`src/rtl/hazard_ctrl.sv`:
```
// Stall/flush sequencer for the 5-stage pipeline: load-use, taken-branch and dmem-wait hazards.
// Optional macro HAZARD_PERF_CNT_EN adds saturating 32-bit performance counters.
module hazard_ctrl #(
    parameter int MEM_TIMEOUT = 64,
    parameter int CNT_W       = 16
) (
    input  logic        clk,
    input  logic        rst_n,
    input  logic        id_valid,
    input  logic [4:0]  id_rs1_id,
    input  logic [4:0]  id_rs2_id,
    input  logic        ex_valid,
    input  logic        ex_mem_read,
    input  logic [4:0]  ex_rd,
    input  logic        ex_branch_taken,
    input  logic        mem_valid,
    input  logic        mem_req,
    input  logic        dmem_ready,
`ifdef HAZARD_PERF_CNT_EN
    output logic [31:0] perf_stall_cycles,
    output logic [31:0] perf_flushes,
    output logic [31:0] perf_load_use,
`endif
    output logic        pc_stall,
    output logic        if_id_stall,
    output logic        if_id_flush,
    output logic        id_ex_stall,
    output logic        id_ex_flush,
    output logic        ex_mem_stall,
    output logic        mem_wb_flush,
    output logic        mem_timeout
);
    typedef enum logic [1:0] {RUN, MEM_WAIT, ERROR} state_t;

    localparam logic [CNT_W-1:0] CNT_LAST = CNT_W'(MEM_TIMEOUT - 1);

    state_t           state;
    logic [CNT_W-1:0] wait_cnt;
    logic             mem_block, br_flush, load_use;
    logic             err_act, blk_act, br_act, lu_act;

    assign mem_block = mem_valid & mem_req & ~dmem_ready;
    assign br_flush  = ex_valid & ex_branch_taken;
    // x0 is never a real producer, so it cannot create a dependency.
    assign load_use  = ex_valid & ex_mem_read & (ex_rd != 5'd0) & id_valid &
                       ((ex_rd == id_rs1_id) | (ex_rd == id_rs2_id));

    // Priority decode: error > memory block > branch > load-use.
    assign err_act = (state == ERROR);
    assign blk_act = ~err_act & mem_block;
    assign br_act  = ~err_act & ~mem_block & br_flush;
    assign lu_act  = ~err_act & ~mem_block & ~br_flush & load_use;

    always_ff @(posedge clk or negedge rst_n) begin
        if (!rst_n) begin
            state    <= RUN;
            wait_cnt <= '0;
        end else begin
            case (state)
                RUN: begin
                    if (mem_block) begin
                        state    <= MEM_WAIT;
                        wait_cnt <= CNT_W'(1);
                    end else begin
                        wait_cnt <= '0;
                    end
                end
                MEM_WAIT: begin
                    if (dmem_ready) begin
                        state    <= RUN;
                        wait_cnt <= '0;
                    end else if (wait_cnt == CNT_LAST) begin
                        state <= ERROR;
                    end else begin
                        wait_cnt <= wait_cnt + CNT_W'(1);
                    end
                end
                default: state <= ERROR;
            endcase
        end
    end

    always_comb begin
        pc_stall     = 1'b0;
        if_id_stall  = 1'b0;
        if_id_flush  = 1'b0;
        id_ex_stall  = 1'b0;
        id_ex_flush  = 1'b0;
        ex_mem_stall = 1'b0;
        mem_wb_flush = 1'b0;
        mem_timeout  = 1'b0;
        if (!rst_n) begin
            mem_timeout = 1'b0;
        end else if (err_act) begin
            pc_stall     = 1'b1;
            if_id_stall  = 1'b1;
            id_ex_stall  = 1'b1;
            ex_mem_stall = 1'b1;
            mem_timeout  = 1'b1;
        end else if (blk_act) begin
            // Freeze everything up to MEM; a branch in EX re-presents once unblocked.
            pc_stall     = 1'b1;
            if_id_stall  = 1'b1;
            id_ex_stall  = 1'b1;
            ex_mem_stall = 1'b1;
            mem_wb_flush = 1'b1;
        end else if (br_act) begin
            if_id_flush = 1'b1;
            id_ex_flush = 1'b1;
        end else if (lu_act) begin
            pc_stall    = 1'b1;
            if_id_stall = 1'b1;
            id_ex_flush = 1'b1;
        end
    end

`ifdef HAZARD_PERF_CNT_EN
    always_ff @(posedge clk or negedge rst_n) begin
        if (!rst_n) begin
            perf_stall_cycles <= '0;
            perf_flushes      <= '0;
            perf_load_use     <= '0;
        end else begin
            if ((blk_act | lu_act) && perf_stall_cycles != '1)
                perf_stall_cycles <= perf_stall_cycles + 32'd1;
            if (br_act && perf_flushes != '1)
                perf_flushes <= perf_flushes + 32'd1;
            if (lu_act && perf_load_use != '1)
                perf_load_use <= perf_load_use + 32'd1;
        end
    end
`endif

endmodule

```
`config.mk`:
```
export PLATFORM = sky130hd
export DESIGN_NAME = hazard_ctrl
export DESIGN_NICKNAME = d
export VERILOG_FILES = /design/src/rtl/hazard_ctrl.sv
export SDC_FILE = /design/constraint.sdc
export NUM_CORES = 1
export LEC_CHECK = 0
export CAP_MARGIN = 10
export CORE_UTILIZATION = 35
export CTS_CLUSTER_DIAMETER = 100
export DETAILED_ROUTE_END_ITERATION = 12
export RECOVER_POWER = 100
export SYNTH_ARGS = -nofsm -noshare
export SYNTH_HDL_FRONTEND = slang
export SYNTH_SLANG_ARGS = --single-unit
```
`constraint.sdc`:
```
create_clock -name clk -period 6.1 [get_ports clk]
set_clock_uncertainty 0.15 [all_clocks]
set_input_delay 0.915 -clock clk [delete_from_list [all_inputs] [get_ports clk]]
set_output_delay 0.915 -clock clk [all_outputs]
set_load 0.01 [all_outputs]
```
==> flow_summary.ini, run 1 <==
[synth]
synth_top_cell_by_area = dfrtp_1
synth_cells = 147
yosysTopAreaCellShare_pct = 35.71
synthTopCellsByArea = dfrtp_1 36%, xor2_1 6.9%, nor2_1 4.5%, a21oi_1 4.4%, nand3_1 3.6%
synth-simple-area-share_pct = 30.46
synth_top_family_by_area = simple AND/OR/NAND/NOR gates
async_flop_share_pct = 100.0
synth_top_flop_cell = dfrtp_1
ys_seq_area_share_pct = 35.71
synth_warnings = 0
synth-edff-count = 0
synth_area_um2 = 1261
synth-adder-area-share_pct = 0.9921
synth.area.mux_share_pct = 0
synth_nets = 172
synthDistinctLibCells = 46
synth-seq-cells = 18
synth-compound-area-share_pct = 18.25
avgSynthCellArea_um2 = 8.580
synth_xor_area_share_pct = 8.333

[cells_and_area]
drive_gt1_share_pct = 5.747
final_cell_mix = 21 x clkdlybuf4s50_1, 18 x dfrtp_1, 15 x nor2_1
fin_cells = 220
num_antenna_cells = 0
final_common_cell = clkdlybuf4s50_1
nNetsFinal = 200
syn2layout_area_growth_pct = 26.69

[timing]
tightest_slew_ps = 1133
fin_ws_ps = 1572
finalMaxSlewViolations = 0
rsz0062_at_grt = no
finalSetupViolCount = 0
timing.slew.headroom_pct = 24.49
fin_crit_sh_pct = 74.23
tns_ps = 0
timing.hold.ws_ps = 431.1
fmax_mhz = 220.9
hold_viol = 0
post-route-min-period_ps = 4528

[hold_path]
hold_path_end = wait_cnt[1]
min_path_cells = 1
hp-class = reg2reg
min_from = wait_cnt[1]

[floorplan]
die-area_um2 = 3848
die_w_um = 62.03
start_util_pct = 37.21
fp.dieH_um = 62.03
row_count = 21
boundaryPins = 32
coreArea_um2 = 3390

[grt]
track_usage_pct = 16.24
grt-ovfl-total = 0
antenna_found_initial = 0
grt_pass1_vias = 959
grt_max_degree = 23
grt_pass1_wl_um = 4588

[place]
hpwl_um = 2217
pre_cts_slack_ps = 2330
gp_congestion = 0.7979
io_buffers = 31
post-place-cells = 216

[setup_path]
r2r-end = wait_cnt[2]
cp.arrival_ps = 3460
cp.required_ps = 5030
timing.rr.start = wait_cnt[0]
startpoint_type = input port
worst_setup_path_end_kind = output port
r2r_cells = 5
crit_type = in2out
cp_max_fo = 22
ff2ff_setup_slack_ps = 3690

[clock_tree]
clockBufferDepth = 2
root_buffer = clkbuf_4
cts.sinks = 18
cts_max_level = 1
cts_hold_buf = 0
tritoncts = done
cts.repair.resized = 0
cts_buffers = 3
insertion_delay_ps = 290
post_cts_buffers = 0
path_clk_slew_ps = 110

[routing]
ant_nets = 0
post_drt_wl_per_cell_um = 13.81
drc_errors = 0
drt_iter0_markers = 83
dr.pass1.iters = 4
vias = 1155
vias_per_cell = 5.250
route.final.wire_length_um = 3039

[power]
power_w = 0.0002356
p_leak_nw = 0.6490
power.density_nw_per_um2 = 147.4
vdd_ir_drop_max_mv = 0.1365

[status]
status = finished, final reports clean

[flow_run]
drv_cap = 0
[stage by stage]
step	util, %	area (um^2)
after floorplan	-	1261
after global placement	46.40	1573
after detailed placement	46.40	1573
after CTS	47.47	1609
after global routing	47.14	1598
final	47.14	1598
[critical path, cell delays in order]
cell and delay, ps:
dlygate4sd3_1 520, clkbuf_1 830, and3_1 310, and3_1 170, o21bai_1 100, dlygate4sd3_1 610
[report_power, final]
group	leakage [nW]	internal, W	switching, W
Combinational	0.378	0.0000220	0.0000170
Sequential	0.250	0.000120	0.00000138
Clock	0.0210	0.0000364	0.0000385
[flip-flops by register name (all words and copies together) (netlist names)]
signal and flops:
wait_cnt 16, state 2
[final cells by class]
type,instances,area [um^2]
clock buffers,4,36.28
fillers,319,1792
inverters,4,15.01
multi-input cells,116,724.4
flip-flops and latches,18,450.4
well taps,46,57.56
repair buffers,32,314.1
[per-layer routing]
| metal | up-vias | global-route usage [%] | share of wire [%] |
|---|---|---|---|
| met3 | 2 | 4.141 | 8.4 |
| met1 | 519 | 23.75 | 51 |
| met5 | - | 0 | 0 |
| li1 | 598 | - | - |
| met2 | 36 | 24.77 | 41 |
| met4 | 0 | 1.905 | 0.39 |
[cell families (layout without fill, tap and decap cells)]
| family | count (synthesis) | count (layout) |
|---|---|---|
| fa+ha+maj | 1 | 1 |
| simple gates | 68 | 68 |
| flops | 18 | 18 |
| compound gates | 35 | 35 |
| xor+xnor | 12 | 12 |
| buf+inv | 13 | 40 |
[synth_stat cells (2+ instances only)]
| cell | instances |
|---|---|
| or3_2 | 2 |
| o211ai_1 | 2 |
| inv_1 | 4 |
| and3_1 | 2 |
| nor3_1 | 5 |
| o22ai_1 | 2 |
| or4_1 | 2 |
| nor4_1 | 2 |
| nor2_1 | 15 |
| buf_6 | 3 |
| o21bai_1 | 4 |
| xnor2_1 | 2 |
| xor2_1 | 10 |
| clkbuf_1 | 4 |
| nand2_1 | 11 |
| a21oi_1 | 11 |
| nand3_1 | 9 |
| nand3b_1 | 2 |
| dfrtp_1 | 18 |
| nor2b_1 | 2 |
| nand4_1 | 2 |
| o21ai_0 | 5 |
| buf_4 | 2 |
| nand2b_1 | 4 |
[how the worst max path moves through the flow]
stage	startpoint	cells past startpoint	slack [ps]	endpoint
finish	rst_n	6	1570	id_ex_flush
global route	rst_n	6	1280	pc_stall
detailed placement	rst_n	6	2330	id_ex_flush
floorplan	dmem_ready	4	3220	pc_stall
global placement	rst_n	6	2360	id_ex_flush
CTS	rst_n	6	2330	id_ex_flush
(Power assumes the default switching activity.)
==> run 2: changes to the inputs <==
==> constraint.sdc (replaced) <==
create_clock -name clk -period 3.7 [get_ports clk]
set_clock_uncertainty 0.15 [all_clocks]
set_input_delay 0.555 -clock clk [delete_from_list [all_inputs] [get_ports clk]]
set_output_delay 0.555 -clock clk [all_outputs]
set_load 0.01 [all_outputs]
==> run 2 against run 1 <==
Compared with the run above:
- combinational power is 70% higher
- critical path depth stayed put
- sequential power is 65% higher
- register-to-register slack worse by 2400 ps
- utilization is 0.30 points higher
- die area stayed put
- worst hold slack better by 8.9 ps
- first-iteration DRC count is 30% lower
- sequential share of layout area is 0.18 points lower
- largest power group unchanged
- global-route usage is 0.74 points higher
- via count is 3.6% higher
- clock power is 67% higher
==> flow_summary.ini, run 2 (same netlist as run 1, synthesis figures left out) <==
[power]
p_comb_share_pct = 16.9
clkPwrFrac_pct = 31.9
p_seq_share_pct = 51.2
p_switching_w = 0.00009610
vdd_ir_drop_max_mv = 0.1589
swShare_pct = 24.51
power.density_nw_per_um2 = 243.9
p_leak_nw = 0.6591
p_int_w = 0.0002961

[cells_and_area]
final_cell_mix = 21 x clkdlybuf4s50_1, 18 x dfrtp_1, 15 x nor2_1
fin_cells = 222
num_antenna_cells = 0
top_regs = wait_cnt x16, state x2
drive_gt1_share_pct = 6.250
largest_reg_flops = 16
n_fill_cell = 318
syn2layout_area_growth_pct = 27.48
nNetsFinal = 202
final_common_cell = clkdlybuf4s50_1
regMostFlops = wait_cnt

[place]
hpwl_um = 2366
post-place-cells = 218
gp_congestion = 0.8016
io_buffers = 31

[hold_path]
hold_path_end = wait_cnt[1]
min_path_cells = 1
hp-class = reg2reg
min_from = wait_cnt[1]

[setup_path]
cp.arrival_ps = 2520
timing.rr.start = wait_cnt[0]
path_cells = dlygate4sd3_1 -> nand3b_1 -> and3_1 -> and3_1 -> o21bai_1 -> dlygate4sd3_1
startpoint_type = input port
crit_type = in2out
crit_buf_inv = 2
cp_slowest_stage_delay_ps = 600
r2r_cells = 5
critPathLaunch = dmem_ready
cp_max_fo = 4
critPathTopFamily = buffers and inverters
worst_setup_path_end_kind = output port
r2r-end = wait_cnt[2]
crit_slowest_cell = dlygate4sd3_1
cp.required_ps = 2990
ff2ff_setup_slack_ps = 1290

[floorplan]
fp.dieH_um = 62.03
die-area_um2 = 3848
start_util_pct = 37.21
row_count = 21
boundaryPins = 32
die_w_um = 62.03
coreArea_um2 = 3390

[timing]
tightest_slew_ps = 720.8
post-route-min-period_ps = 3226
tns_ps = 0
finalMaxSlewViolations = 0
fin_crit_sh_pct = 87.18
timing.slew.headroom_pct = 51.95
finalSetupViolCount = 0
rsz0062_at_grt = no
fmax_mhz = 310.0
hold_viol = 0

[routing]
route.final.wire_length_um = 3115
dr.pass1.iters = 4
drt_iter0_markers = 58
vias_per_cell = 5.392
ant_nets = 0
drc_errors = 0
vias = 1197
post_drt_wl_per_cell_um = 14.03

[grt]
grt_pass1_wl_um = 4802
grt_pass1_vias = 1070
grt_max_degree = 22
track_usage_pct = 16.98
grt-ovfl-total = 0
antenna_found_initial = 0

[clock_tree]
cts_hold_buf = 0
root_buffer = clkbuf_4
cts.repair.resized = 0
tritoncts = done
clockBufferDepth = 2
cts.sinks = 18
cts_buffers = 3
insertion_delay_ps = 300
post_cts_buffers = 0
cts_max_level = 1
path_clk_slew_ps = 110

[status]
status = finished, final reports clean

[flow_run]
drv_cap = 0
[run 2: worst reg2reg max path, cell delays in order (launching register included)]
cell and delay, ps:
dfrtp_1 430, ha_1 270, and4_1 340, nand4_1 400, and4b_2 420, a211o_2 300
[run 2: power groups by stage]
stage	Combinational (W)	Sequential, W	Clock [W]
after floorplan	0.0000260	0.000204	0
after global placement	0.0000671	0.000205	0
after detailed placement	0.0000686	0.000205	0
after CTS	0.0000690	0.000201	0.000128
after global routing	0.0000738	0.000201	0.000135
final	0.0000663	0.000201	0.000125
[run 2: worst max-delay path by stage]
| stage | to | slack, ps | cells past startpoint |
|---|---|---|---|
| after floorplan | pc_stall | 1540 | 4 |
| after global placement | id_ex_flush | 710 | 6 |
| after detailed placement | id_ex_flush | 690 | 6 |
| after CTS | id_ex_flush | 670 | 5 |
| after global routing | id_ex_flush | 380 | 6 |
| final | id_ex_flush | 470 | 6 |
[run 2: area by class of cell]
| cell class | instances | area, um^2 | area share [%] |
|---|---|---|---|
| timing repair buffer | 34 | 329.1 | 20.47 |
| tap | 46 | 57.56 | 3.580 |
| inverter | 4 | 15.01 | 0.9339 |
| sequential | 18 | 450.4 | 28.02 |
| clock buffer | 4 | 36.28 | 2.257 |
| multi-input combinational | 116 | 719.4 | 44.75 |
[run 2: through the flow]
stage               instance area (um^2)  hold WS, ps  utilization, %  total power (W)  setup WS (ps)
floorplan                           1261        109.4               -        0.0002302           1536
global placement                    1588        395.0           46.84        0.0002716          705.7
detailed placement                  1588        405.1           46.84        0.0002732          694.4
CTS                                 1624        380.4           47.91        0.0003981          673.7
global route                        1608        458.3           47.43        0.0004098          378.3
finish                              1608        440.1           47.43        0.0003922          474.5
[run 2: routing by layer]
metal / share of wire [%] / vias to the layer above / track usage, %
li1: - / 591 / -
met1: 49 / 545 / 24.14
met2: 40 / 59 / 25.68
met3: 10 / 2 / 4.348
met4: 0.45 / 0 / 4.127
met5: 0 / - / 0
==> run 3: changes to the inputs <==
--- a/config.mk
+++ b/config.mk
@@ -13,3 +13,4 @@
 export SYNTH_ARGS = -nofsm -noshare
 export SYNTH_HDL_FRONTEND = slang
 export SYNTH_SLANG_ARGS = --single-unit
+export TNS_END_PERCENT = 50
==> results of run 3 <==
Same layout as run 2: the final DEF is identical, and so are final timing and power.
==> patch 1, RTL diff (flow settings as in run 1) <==
The option `HAZARD_PERF_CNT_EN` is turned on by a define.
--- a/src/rtl/hazard_ctrl.sv
+++ b/src/rtl/hazard_ctrl.sv
@@ -1,5 +1,7 @@
 // Stall/flush sequencer for the 5-stage pipeline: load-use, taken-branch and dmem-wait hazards.
 // Optional macro HAZARD_PERF_CNT_EN adds saturating 32-bit performance counters.
+`define HAZARD_PERF_CNT_EN
+
 module hazard_ctrl #(
     parameter int MEM_TIMEOUT = 64,
     parameter int CNT_W       = 16
Formal check against the unedited RTL (old outputs only; new: perf_flushes, perf_load_use and perf_stall_cycles): equivalent (Yosys induction, for registers that start in step).
==> patch 1 against run 1 <==
  * Worst setup slack gained 0.056 ns
  * Global-route usage grew 1.8 points
  * Sequential cell count rose by 96
  * Synthesized cell count grew to 3.8 times the old value
  * Total power grew to 8.6 times the old value
  * Design area increased to 4.8 times the old value
  * Cell count rose to 4.2 times the old value
  * Wire length rose to 4.7 times the old value
  * Sequential power rose to 6.9 times the old value
  * Synthesized area rose to 4.6 times the old value
  * Highest routed layer unchanged
==> patch 1: results (changes against run 1) <==
Row Count 46 (was 21); peak supply drop 0.1989 mV (was 0.1365 mV); Overall Global Routing Usage 17.99% (was 16.24%); biggest regs perf_flushes (32), perf_load_use (32), perf_stall_cycles (32) (was wait_cnt (16), state (2)); adder-cell area share of the yosys netlist 0.8716% (was 0.9921%); launch instance of the worst register-to-register path wait_cnt[8] (was wait_cnt[0]); detailed route wirelength on metal3 798 microns (was 255 microns); placed cell area 0.007214 sq mm (was 0.001573 sq mm); depth of the CTS H-tree 4 (was 1); count of cells along the worst register-to-register path 7 (was 5); pin count of the biggest net entering global routing 73 (was 23); net switching power 0.4543 mW (was 0.05680 mW); worst slack at placement 1.790 ns (was 2.330 ns); Lkg Pwr 3.629 nW (was 0.6490 nW); DR pass1 iterations 5 (was 4); main area contributors after synthesis dfrtp_1 50%, xnor2_1 11%, xor2_1 6.1% (was dfrtp_1 36%, xor2_1 6.9%, nor2_1 4.5%); part of the total power dissipated in the clock network 49.4% (was 31.8%); placer congestion estimate 0.8275 (was 0.7979); critical register-to-register path endpoint wait_cnt[13] (was wait_cnt[2]); clock tree root driver cell clkbuf_16 (was clkbuf_4); clock-pin transition on the worst setup and hold timing paths 0.05 ns (was 0.11 ns); combinational group share of total power 9.1% (was 16.5%); wl on met1 6739 microns (was 1539 microns); post-layout net count 724 (was 200); share of cells above drive strength 1 6.082% (was 5.747%); routing usage on met3 4.633% (was 4.141%); Clock Network Area Fraction 7.708% (was 2.271%); area grow syn2layout 34.56% (was 26.69%); layout filler cell count 1467 (was 319); DP Wirelength 10490 microns (was 2217 microns); Netlist cell types 52 (was 46); wire length of the first global-routing pass 23250 microns (was 4588 microns); tightest hold margin 0.3365 ns (was 0.4311 ns); sequential fraction of total cell area 36.92% (was 28.19%); Port Buf Inserts 127 (was 31); met1 demand-to-capacity share in global routing 24.97% (was 23.75%); Post-Synthesis Net Count 588 (was 172); run status completed (unchanged); flip-flop and latch power 0.838 mW (was 0.122 mW); XOR/XNOR share of the synthesized area 17.54% (was 8.333%); final worst-path cycle share 73.30% (was 74.23%); Critical Path Fanout Max 5 (was 22); post-synthesis sequential area ratio 49.68% (was 35.71%); detailed route wirelength on metal2 6659 microns (was 1231 microns); non-clock buffering overhead in the final layout 16.52% (was 19.66%); total wire length 14250 microns (was 3039 microns); sequential cell count of the final layout 114 (was 18); multi-input logic area 0.002683 sq mm (was 724.4 sq um); mux contribution to synthesized area 0.3922% (was 0%); detailed-route vias per instance 4.986 (was 5.250); fraction of the mapped netlist area in compound gates 3.247% (was 18.25%); clock buffer count from CTS 17 (was 3); inverters 13 (was 4); minimum setup slack among reg-to-reg paths 3.18 ns (was 3.69 ns); count of clock buffers in the final design 25 (was 4); hold path startpoint perf_load_use[18] (was wait_cnt[1]); Tightest Pin Transition 1.214 ns (was 1.133 ns); synth cell count leaders 114 x dfrtp_1, 75 x xnor2_1, 65 x nand2_1 (was 18 x dfrtp_1, 15 x nor2_1, 11 x a21oi_1, 11 x nand2_1, 10 x xor2_1); sink of the worst hold path perf_load_use[18] (was wait_cnt[1]); Post-Syn Instances 560 (was 147)
[patch 1: cell types whose count changed after synthesis, sizes merged, moves of 8 or more]
cell	before	now
inv	4	13
nor3	5	25
and3	2	20
and2	0	8
nand3	10	44
nor2	15	54
xnor2	2	75
a21oi	11	3
xor2	10	40
nand2	11	65
dfrtp	18	114
nand4	3	32
[patch 1: worst max path at each step]
| stage | startpoint | end | cells past startpoint |
|---|---|---|---|
| finish | ex_rd[4] | if_id_stall | 8 |
| floorplan | ex_rd[1] | pc_stall | 7 |
| detailed placement | ex_rd[4] | if_id_stall | 8 |
| global placement | ex_rd[4] | pc_stall | 8 |
| global route | ex_rd[4] | if_id_stall | 8 |
| CTS | ex_rd[4] | if_id_stall | 8 |
[patch 1: critical path, cell delays in order]
cell	delay, ns
dlygate4sd3_1	0.59
xnor2_1	0.26
nand3_1	0.11
o22ai_1	0.45
and2_0	0.30
nor2_1	0.06
nor2_1	0.11
dlygate4sd3_1	0.62
==> patch 2, RTL diff (flow settings as in run 1) <==
Made on the original files. Re-encode `state_t` (3 states) as one-hot, 3 bits wide.
--- a/src/rtl/hazard_ctrl.sv
+++ b/src/rtl/hazard_ctrl.sv
@@ -30,7 +30,7 @@
     output logic        mem_wb_flush,
     output logic        mem_timeout
 );
-    typedef enum logic [1:0] {RUN, MEM_WAIT, ERROR} state_t;
+    typedef enum logic [2:0] {RUN = 3'b001, MEM_WAIT = 3'b010, ERROR = 3'b100} state_t;
 
     localparam logic [CNT_W-1:0] CNT_LAST = CNT_W'(MEM_TIMEOUT - 1);
 
Function: same outputs for any inputs over 10 cycles, from zero or initial values and one cycle with rst_n low; not proved beyond that.
==> patch 2 against run 1 <==
  * Synthesized area up 1.6%
  * Worst setup slack worse by 0.084 ns
  * Wire length up 0.79%
  * Design area up 2.4%
  * Total power down 4.2%
  * Count of clock-buffer cells in the layout unchanged
  * Clock power down 15%
  * Sequential cell count up 1
  * Critical path type unchanged
  * Critical endpoint unchanged
  * Largest cell class unchanged
==> patch 2: results (changes against run 1) <==
Port Buf Inserts 31 (unchanged); layout filler cell count 323 (was 319); via count of the first global-routing pass 1147 (was 959); Tightest Pin Transition 1.393 ns (was 1.133 ns); Overall Global Routing Usage 16.96% (was 16.24%); clk_lat worst skew 0.29 ns (about the same); pin count of the biggest net entering global routing 25 (was 23); clock-pin transition on the worst setup and hold timing paths 0.10 ns; Netlist cell types 42 (was 46); class of the most critical setup path in -> out (unchanged); depth of the CTS H-tree 1 (unchanged); placer congestion estimate 0.7729 (was 0.7979); launch instance of the worst register-to-register path state[2] (was wait_cnt[0]); count of cells along the worst register-to-register path 4 (was 5); buffer count from post-CTS setup fixing 0 (unchanged); critical register-to-register path endpoint wait_cnt[12] (was wait_cnt[2]); Warnings, synthesis 0 (unchanged); number of gates resized after cts 0 (unchanged); post-synthesis sequential area ratio 37.21% (was 35.71%); Lkg Pwr 0.6620 nW (was 0.6490 nW); Routed WL per cell 13.80 microns (was 13.81 microns); DR pass1 iterations 4 (unchanged); hold path startpoint state[2] (was wait_cnt[1]); post-layout net count 202 (was 200); CTS Buffer Depth 2 (unchanged); wire length of the first global-routing pass 5388 microns (was 4588 microns); biggest regs wait_cnt (16), state (3) (was wait_cnt (16), state (2)); main area contributors after synthesis dfrtp_1 35%, xor2_1 7.5%, a21oi_1 5.1% (was dfrtp_1 36%, xor2_1 6.9%, nor2_1 4.5%); Critical Path Fanout Max 24 (was 22); run status completed (unchanged); peak supply drop 0.09479 mV (was 0.1365 mV); Post-Synthesis Net Count 170 (was 172); Iteration-0 DRC Markers 59 (was 83); DP Wirelength 2261 microns (was 2217 microns); critical path arrival 3.55 ns (was 3.46 ns); most frequently used flop master after synthesis dfrtp_1 (unchanged); Hold Crit Depth 1 (unchanged); antenna cells 0 (unchanged); clock tree root driver cell clkbuf_4 (unchanged); worst slack at placement 2.155 ns (was 2.330 ns); synth cell count leaders 18 x dfrtp_1, 13 x a21oi_1, 11 x nand2_1, 11 x xor2_1, 10 x nor2_1 (was 18 x dfrtp_1, 15 x nor2_1, 11 x a21oi_1, 11 x nand2_1, 10 x xor2_1); initial antenna violation count 0 (unchanged); share of cells above drive strength 1 4.545% (was 5.747%); detailed-route vias per instance 5.423 (was 5.250); placed cell area 0.001629 sq mm (was 0.001573 sq mm); minimum setup slack among reg-to-reg paths 3.16 ns (was 3.69 ns); sink of the worst hold path state[0] (was wait_cnt[1]); share of flip-flops with an asynchronous set or reset after synthesis 100.0% (unchanged); type of the tightest min-delay check reg -> reg (unchanged); clock buffer count from CTS 3 (unchanged); post-synthesis instance area 0.001281 sq mm (was 0.001261 sq mm)
[patch 2: critical path: stages]
cell           delay (ns)
dlygate4sd3_1        0.52
clkbuf_1             0.86
nor3b_1              0.32
and3_1               0.21
o21bai_1             0.11
dlygate4sd3_1        0.61
[patch 2: how the worst max path moves through the flow]
| stage | from | endpoint | slack [ns] | depth (start not counted) |
|---|---|---|---|---|
| floorplan | dmem_ready | pc_stall | 3.20 | 5 |
| global placement | dmem_ready | id_ex_flush | 2.21 | 6 |
| detailed placement | dmem_ready | id_ex_flush | 2.15 | 6 |
| CTS | dmem_ready | id_ex_flush | 2.15 | 6 |
| global route | rst_n | id_ex_flush | 1.21 | 6 |
| finish | rst_n | id_ex_flush | 1.49 | 6 |
[patch 2: cell families after synthesis]
| kind of cell | after synthesis | synth area share, % |
|---|---|---|
| DFF | 19 | 37.21 |
| and+or+nand+nor | 70 | 33.30 |
| muxes | 2 | 1.660 |
| buffers and inverters | 8 | 3.027 |
| adders and majority gates | 1 | 0.9764 |
| AOI/OAI and AO/OA | 33 | 15.62 |
| xor gates and xnor gates | 12 | 8.203 |
[patch 2: cell type report]
| type | count | area, sq um | share of cell area (%) |
|---|---|---|---|
| tap | 46 | 57.56 | 3.517 |
| inverter | 3 | 11.26 | 0.6881 |
| timing repair buffer | 32 | 314.1 | 19.19 |
| clock buffer | 4 | 26.28 | 1.606 |
| multi-input combinational | 118 | 750.7 | 45.87 |
| sequential | 19 | 476.7 | 29.13 |
[patch 2: per-layer routing]
layer  vias to the layer above  track usage (%)  wire (microns)
met4                         0            2.616              14
met2                        36            26.77            1358
li1                        602                -               -
met3                         2            4.745             177
met1                       564            23.42            1511
met5                         -                0               0
[patch 2: per-stage QoR]
step                instances  util [%]  hold WS, ns  power, mW
global route              222     47.91       0.4195     0.2381
CTS                       222     48.46       0.4119     0.2300
detailed placement        218     47.69       0.3896     0.1655
floorplan                 145         -       0.3446     0.1410
finish                    222     47.91       0.3846     0.2256
global placement          218     47.69       0.3815     0.1648
[patch 2: power by group]
group,internal (mW),leakage (nW),total (mW),switching [mW]
Clock,0.0255,0.0150,0.0637,0.0382
Sequential,0.127,0.256,0.128,0.000910
Combinational,0.0206,0.391,0.0344,0.0138
